--- src/rtl/hazard_control_unit.sv ---
// hazard_control_unit: stall, squash, divide-interlock and exception sequencing for the 5-stage core
module hazard_control_unit #(
    parameter int DIV_CYCLES  = 32,
    parameter int STALL_CNT_W = 16
) (
    input  logic                   clock,
    input  logic                   reset,
    input  logic [4:0]             id_rs,
    input  logic [4:0]             id_rt,
    input  logic                   id_uses_rs,
    input  logic                   id_uses_rt,
    input  logic                   id_hilo_access,
    input  logic                   id_redirect,
    input  logic                   id_break,
    input  logic                   id_syscall,
    input  logic                   id_reserved,
    input  logic                   id_eret,
    input  logic                   ext_interrupt,
    input  logic                   ex_l_type,
    input  logic                   ex_reg_write,
    input  logic [4:0]             ex_wb_addr,
    input  logic                   ex_div_start,
    output logic                   pc_write_en,
    output logic                   if_id_write_en,
    output logic                   if_id_flush,
    output logic                   id_ex_flush,
    output logic [1:0]             pc_sel,
    output logic                   epc_write,
    output logic [4:0]             cause_code,
    output logic                   div_busy,
    output logic [STALL_CNT_W-1:0] stall_count
);
    typedef enum logic [1:0] {NORMAL, DIV_BUSY, EXC_HOLD} state_t;

    localparam logic [5:0] DIV_LOAD = 6'(DIV_CYCLES - 1);

    state_t     state, state_next;
    logic [5:0] div_cnt, div_cnt_next;
    logic       busy, load_use, hilo_stall, id_exc, irq, take_exc, stall;

    assign busy       = div_cnt != 6'd0;
    assign load_use   = ex_l_type & ex_reg_write & (ex_wb_addr != 5'd0) &
                        ((id_uses_rs & (id_rs == ex_wb_addr)) | (id_uses_rt & (id_rt == ex_wb_addr)));
    assign hilo_stall = id_hilo_access & busy;
    assign id_exc     = id_break | id_syscall | id_reserved;
    assign irq        = ext_interrupt & (state != EXC_HOLD);
    assign take_exc   = id_exc | irq;
    assign stall      = load_use | hilo_stall;
    assign div_busy   = ~reset & busy;

    // Pipeline controls act in the same cycle as the hazard, highest-priority action wins
    always_comb begin
        pc_write_en    = 1'b1;
        if_id_write_en = 1'b1;
        if_id_flush    = 1'b0;
        id_ex_flush    = 1'b0;
        pc_sel         = 2'd0;
        epc_write      = 1'b0;
        cause_code     = 5'd0;
        if (reset) begin
        end else if (take_exc) begin
            pc_sel      = 2'd1;
            epc_write   = 1'b1;
            if_id_flush = 1'b1;
            id_ex_flush = 1'b1;
            cause_code  = id_reserved ? 5'd10 : id_break ? 5'd9 : id_syscall ? 5'd8 : 5'd0;
        end else if (id_eret) begin
            pc_sel      = 2'd2;
            if_id_flush = 1'b1;
        end else if (stall) begin
            pc_write_en    = 1'b0;
            if_id_write_en = 1'b0;
            id_ex_flush    = 1'b1;
        end else if (id_redirect) begin
            if_id_flush = 1'b1;
        end
    end

    // Divider keeps counting through exceptions so HI/LO completion is never cancelled
    always_comb begin
        div_cnt_next = ex_div_start ? DIV_LOAD : busy ? div_cnt - 6'd1 : div_cnt;
        state_next   = (take_exc | id_eret) ? EXC_HOLD : (div_cnt_next != 6'd0) ? DIV_BUSY : NORMAL;
    end

    // State, divide counter and saturating stall counter advance with the pipeline registers
    always_ff @(negedge clock) begin
        if (reset) begin
            state       <= NORMAL;
            div_cnt     <= 6'd0;
            stall_count <= '0;
        end else begin
            state   <= state_next;
            div_cnt <= div_cnt_next;
            if (!pc_write_en && stall_count != '1)
                stall_count <= stall_count + STALL_CNT_W'(1);
        end
    end
endmodule

--- config.mk ---
export PLATFORM = sky130hd
export DESIGN_NAME = hazard_control_unit
export DESIGN_NICKNAME = d
export VERILOG_FILES = /design/src/rtl/hazard_control_unit.sv
export SDC_FILE = /design/constraint.sdc
export NUM_CORES = 1
export LEC_CHECK = 0
export CAP_MARGIN = 40
export CORE_MARGIN = 2
export CORE_UTILIZATION = 40
export DETAILED_ROUTE_END_ITERATION = 8
export GPL_ROUTABILITY_DRIVEN = 0
export PLACE_DENSITY = 0.79
export REMOVE_ABC_BUFFERS = 1
export SLEW_MARGIN = 20
export SYNTH_ARGS = -nofsm -noshare
export SYNTH_HDL_FRONTEND = slang
export SYNTH_SLANG_ARGS = --single-unit
--- constraint.sdc ---
create_clock -name clock -period 2.75 [get_ports clock]
set_clock_uncertainty 0.1 [all_clocks]
set_input_delay 0.6875 -clock clock [delete_from_list [all_inputs] [get_ports clock]]
set_output_delay 0.6875 -clock clock [all_outputs]
set_load 0.1 [all_outputs]
==> results of run 1 <==
area by class of cell:
| class | instances | area (um2) |
|---|---|---|
| multi-input cells | 153 | 1370 |
| repair buffers | 120 | 1360 |
| flip-flops and latches | 24 | 509 |
| fillers | 115 | 251 |
| clock inverters | 25 | 96.3 |
| well taps | 48 | 60.1 |
| clock buffers | 3 | 41.3 |
| inverters | 6 | 22.5 |
| diodes | 2 | 5.00 |
cell families (layout without fill, tap and decap cells):
group / Yosys count / count (layout) / share of synthesized area, %
other: 1 / 4 / 0.237
xor gates and xnor gates: 18 / 18 / 9.98
muxes: 3 / 3 / 2.06
and+or+nand+nor: 86 / 86 / 29.1
AOI/OAI and AO/OA: 41 / 41 / 20.2
adders and majority gates: 3 / 3 / 2.38
buffers and inverters: 17 / 154 / 5.62
DFF: 24 / 24 / 30.4
repair_timing:
item                                    in CTS  in global routing
endpoints found under the setup margin      48                 44
pin swaps                                   33                 24
gates resized for setup                     96                 93
hold endpoints to repair                     0                  0
buffers inserted                            14                 13
layer usage:
layer  vias up  wire length (um)
li1        975                 -
met1      1100              3110
met2       229              4460
met3        83              1090
met4         0               718
met5         -                 0
flip-flops by register name, summed over array words and instances (netlist names):
register / count
stall_count: 16
state: 2
div_cnt: 6
how the worst max path moves through the flow:
stage | startpoint | endpoint | slack (ps) | depth (start not counted)
finish | div_cnt[4] | id_ex_flush | -1530 | 7
global route | div_cnt[2] | id_ex_flush | -1550 | 7
CTS | div_cnt[4] | id_ex_flush | -1410 | 7
detailed placement | ex_wb_addr[3] | stall_count[11] | -1550 | 7
global placement | id_reserved | stall_count[12] | -1460 | 8
floorplan | state[1] | id_ex_flush | -3260 | 4
cells in the mapped netlist, types with 2 or more instances:
cell type  count
dfxtp_1       24
nor2_1        21
nand2_1       13
xnor2_1       12
a21oi_1       10
nand4_1        9
inv_1          7
nor4_1         7
nor3_1         6
xor2_1         6
nand3_1        5
nor2b_1        5
o21ai_0        5
buf_4          4
o31ai_1        4
or2_2          4
or3_1          4
ha_1           3
o21a_1         3
or4_1          3
a211oi_1       2
and3_1         2
buf_2          2
clkbuf_1       2
mux2_1         2
o211ai_1       2
where the power goes:
part           internal [mW]  total (mW)  switching, mW
logic                  0.198       0.442          0.244
registers              0.357       0.364        0.00667
clock network          0.150       0.440          0.289
total                  0.706        1.25          0.540
critical path: cells and delay by family (launching register included):
| family | cells | cell delay (ps) |
|---|---|---|
| buffers and inverters | 2 | 290 |
| AND/OR/NAND/NOR | 3 | 660 |
| flip-flops | 1 | 340 |
| AO/OA/AOI/OAI | 2 | 440 |
==> metrics.txt, run 1 <==
WL/cell=24.6 um; Max Cap Violations=0; Routed Antenna Nets=0; antenna violations before repair=2; hold-critical path endpoint=div_cnt[1]; die footprint=4470 um2; clk_lat worst skew=420 ps; dpl ws=-1550 ps; Worst path slowest cell=or3_4; crit path DAT=3490 ps; failing checks=negative setup slack; critical path, cell by cell=or3_4 > o21ai_4 > o21a_1 > buf_6 > nor3_1 > or2_4 > buf_12; Synth area leader=dfxtp_1; row cnt=22; Synth cell types=52; all-layer global routing usage=31.7%; nets@finish=364; startpoint types=register; detailed-placement wirelength estimate=3670 um; global route hottest layer=met2; Post-synth EDFFs=0; core box area=3720 um2; Die H=66.9 um; Layout Utilization=93.2%; top-area cell type share of the netlist area=30.4%; H-tree depth=1; Max Slew Vio Count=0; IO Count=58; Initial Utilization=42.5%; CTS Buf Count=3; synthesized area=1580 um2; fraction of layout cells with a size suffix above 1=56.2%; reg2reg setup slack=-130 ps; cell count of the worst hold path=3; CP endpoint kind=output pin; # DRC=0; Power Total=1.25 mW; Reg-to-Reg End=stall_count[6]; Yosys reg bits=24; area post-placement=2740 um2; first-pass GRT wire length=10700 um; critical path type=reg -> out; vias per cell=6.27; input/output buffers=55; worst hold start=div_cnt[1]; Critical Path RT=1960 ps; Worst R2R Start=stall_count[8]; Async S/R FF share, synth=0%; Hold Vio Cnt, Final=0; grt ovf=0; Max VDD drop=381 uV; Worst Slack Setup Final=-1530 ps; status=finished, violations left; Clock Sinks=24; routing usage on met3=9.80%; Worst R2R Path Depth=9; pwr dens=360 nW/um2; drt first pass iters=5; non-filler instance count after layout=381; Synth Flop Type=dfxtp_1; CTS tree=built; largest cells by area after synthesis=dfxtp_1 30%, xnor2_1 6.7%, nor2_1 5.0%; largest net degree at the start of global routing=29; Bufs on Longest Clock Path=2; Root Driver=clkbuf_8; clock-pin slew on the worst setup and hold paths=80 ps; routing usage on met1=32.3%; DRT Wirelength=9380 um; Hold WS=486 ps; Via Count=2387; worst min path class=reg -> reg; static leakage=1.56 nW; chip width=66.9 um; sequential area share after synthesis=30.4%; cts hold-fix bufs=0; Final Cell Area=3460 um2; post-synthesis cell count=193; commonest non-fill, non-tap cell in the layout=buf_4; Mean Syn Cell Area=8.19 um2; YS warnings=0; Tightest Pin Transition=892 ps; # setup viols final=42; RSZ-0062 raised after global routing=true; Layout area overhead=119%; max_slew headroom=40.0%; met2 track demand over resource=58.1%; setup tns final=-30280 ps; vias in the first global route=2332; CP max FO=3; Worst path max stage delay=370 ps; placed insts=332; most frequent cells in the layout=53 x buf_4, 27 x buf_12, 26 x inv_1; initial DRC count=286
Power figures use the tool's default switching activity.
==> run 2: changes to the inputs <==
Settings changed: CORE_UTILIZATION 40 to 41, CTS_BUF_LIST from default to sky130_fd_sc_hd__clkbuf_2, PLACE_DENSITY 0.79 to 0.81.
==> run 2 against run 1 <==
Against the previous run: the run still ends with negative setup slack left; die area decreased by 2.3%; final area decreased by 0.90%; total power shrank 2.3%; non-clock buffer count increased by 10; wire length shrank 0.20%; combinational power increased by 2%; clock power fell by 7.7%; global-route usage is 0.093 points lower; largest cell class is now non-clock buffers; largest power group unchanged.
==> metrics.txt, run 2 (synthesis gave the netlist of run 1 again) <==
nets@finish=374; placed insts=331; clk_lat worst skew=550 ps; vias per cell=6.22; Hold Vio Cnt, Final=0; static leakage=1.53 nW; cell count of the worst hold path=3; pwr dens=355 nW/um2; dpl ws=-1570 ps; Largest register FFs=16; RSZ-0062 raised after global routing=true; row cnt=22; all-layer global routing usage=31.6%; Tightest Pin Transition=617 ps; chip width=66.1 um; setup tns final=-31520 ps; die footprint=4370 um2; Comb pwr share=36.8%; antenna violations before repair=0; non-filler instance count after layout=389; Layout area overhead=117%; Initial Utilization=42.8%; Via Count=2421; WL/cell=24.1 um; IO Count=58; CTS tree=built; # DRC=0; Final Cell Area=3430 um2; reg2reg setup slack=-20 ps; routing usage on met3=6.47%; Bufs on Longest Clock Path=2; Net Sw Power=583 uW; commonest non-fill, non-tap cell in the layout=buf_4; input/output buffers=55; critical path type=reg -> out; area post-placement=2730 um2; first-pass GRT wire length=10600 um; Worst R2R Path Depth=10; hold-critical path endpoint=div_cnt[1]; routing usage on met1=34.0%; global route hottest layer=met2; failing checks=negative setup slack; worst hold start=div_cnt[1]; Routed Antenna Nets=0; vias in the first global route=2251; core box area=3690 um2; Max VDD drop=351 uV; initial DRC count=237; Root Driver=clkbuf_2; DRT Wirelength=9360 um; clock-pin slew on the worst setup and hold paths=110 ps; Worst R2R Start=stall_count[9]; startpoint types=register; cts hold-fix bufs=0; diodes inserted=0; P_int=635 uW; status=finished, violations left; fraction of layout cells with a size suffix above 1=56.0%; most frequent cells in the layout=62 x buf_4, 28 x buf_12, 26 x inv_1; CP endpoint kind=output pin; # setup viols final=40; Top reg by flops=stall_count; Reg-to-Reg End=stall_count[13]; CP max FO=2; crit path DAT=3560 ps; clock share of power=33.3%; worst min path class=reg -> reg; Worst Slack Setup Final=-1600 ps; H-tree depth=1; detailed-placement wirelength estimate=3680 um; Seq pwr share=29.8%; Die H=66.1 um; max_slew headroom=58.5%; Max Cap Violations=0; Net Sw Frac=47.9%; largest registers=stall_count (16), div_cnt (6), state (2); CTS Buf Count=3; grt ovf=0; met2 track demand over resource=56.9%; largest net degree at the start of global routing=29; Max Slew Vio Count=0; Critical Path RT=1960 ps; drt first pass iters=6; Clock Sinks=24
run 2: final cells by class:
class / instances / area, um2
clock buffers: 3 / 15.0
clock inverters: 25 / 96.3
fillers: 117 / 255
inverters: 6 / 22.5
multi-input cells: 153 / 1330
flip-flops and latches: 24 / 509
well taps: 48 / 60.1
repair buffers: 130 / 1400
run 2: per-layer routing:
| metal | routed length, um | vias up | part of all wire, % |
|---|---|---|---|
| met4 | 804 | 0 | 8.6 |
| met2 | 4550 | 200 | 49 |
| met5 | 0 | - | 0 |
| li1 | - | 1003 | - |
| met3 | 830 | 85 | 8.9 |
| met1 | 3170 | 1133 | 34 |
run 2: worst max path at each step:
stage | slack [ps] | from | to
2_1_floorplan | -3260 | state[1] | id_ex_flush
3_3_place_gp | -1490 | id_reserved | stall_count[11]
6_report | -1600 | div_cnt[4] | id_ex_flush
5_1_grt | -1610 | div_cnt[4] | id_ex_flush
4_1_cts | -1460 | div_cnt[3] | id_ex_flush
3_5_place_dp | -1570 | id_reserved | stall_count[11]
run 2: through the flow:
stage	power (mW)	hold slack, ps	utilization, %
after CTS	1.05	534	85.8
after global placement	0.754	478	74.1
after floorplan	0.606	405	-
after detailed placement	0.765	518	74.1
after global routing	1.25	586	93.1
final	1.22	564	93.1
run 2: power groups by stage:
stage / clock network [mW] / logic, mW / registers [mW]
final: 0.406 / 0.449 / 0.363
after global routing: 0.419 / 0.465 / 0.363
after CTS: 0.314 / 0.373 / 0.362
after detailed placement: 0.0556 / 0.339 / 0.370
after global placement: 0.0556 / 0.329 / 0.369
after floorplan: 0.0556 / 0.174 / 0.376
run 2: timing repair:
| item | 4_1_cts | 5_1_grt |
|---|---|---|
| pin swaps | 36 | 24 |
| endpoints found under the setup margin | 43 | 42 |
| resized for setup | 132 | 44 |
| setup buffers | 15 | 18 |
run 2: worst max-delay path, stage by stage, from the launching register on:
cell	delay, ps
dfxtp_1	360
or3_4	370
o21ai_4	160
o21a_4	160
buf_6	100
nor3_2	40
or2_4	270
buf_12	170
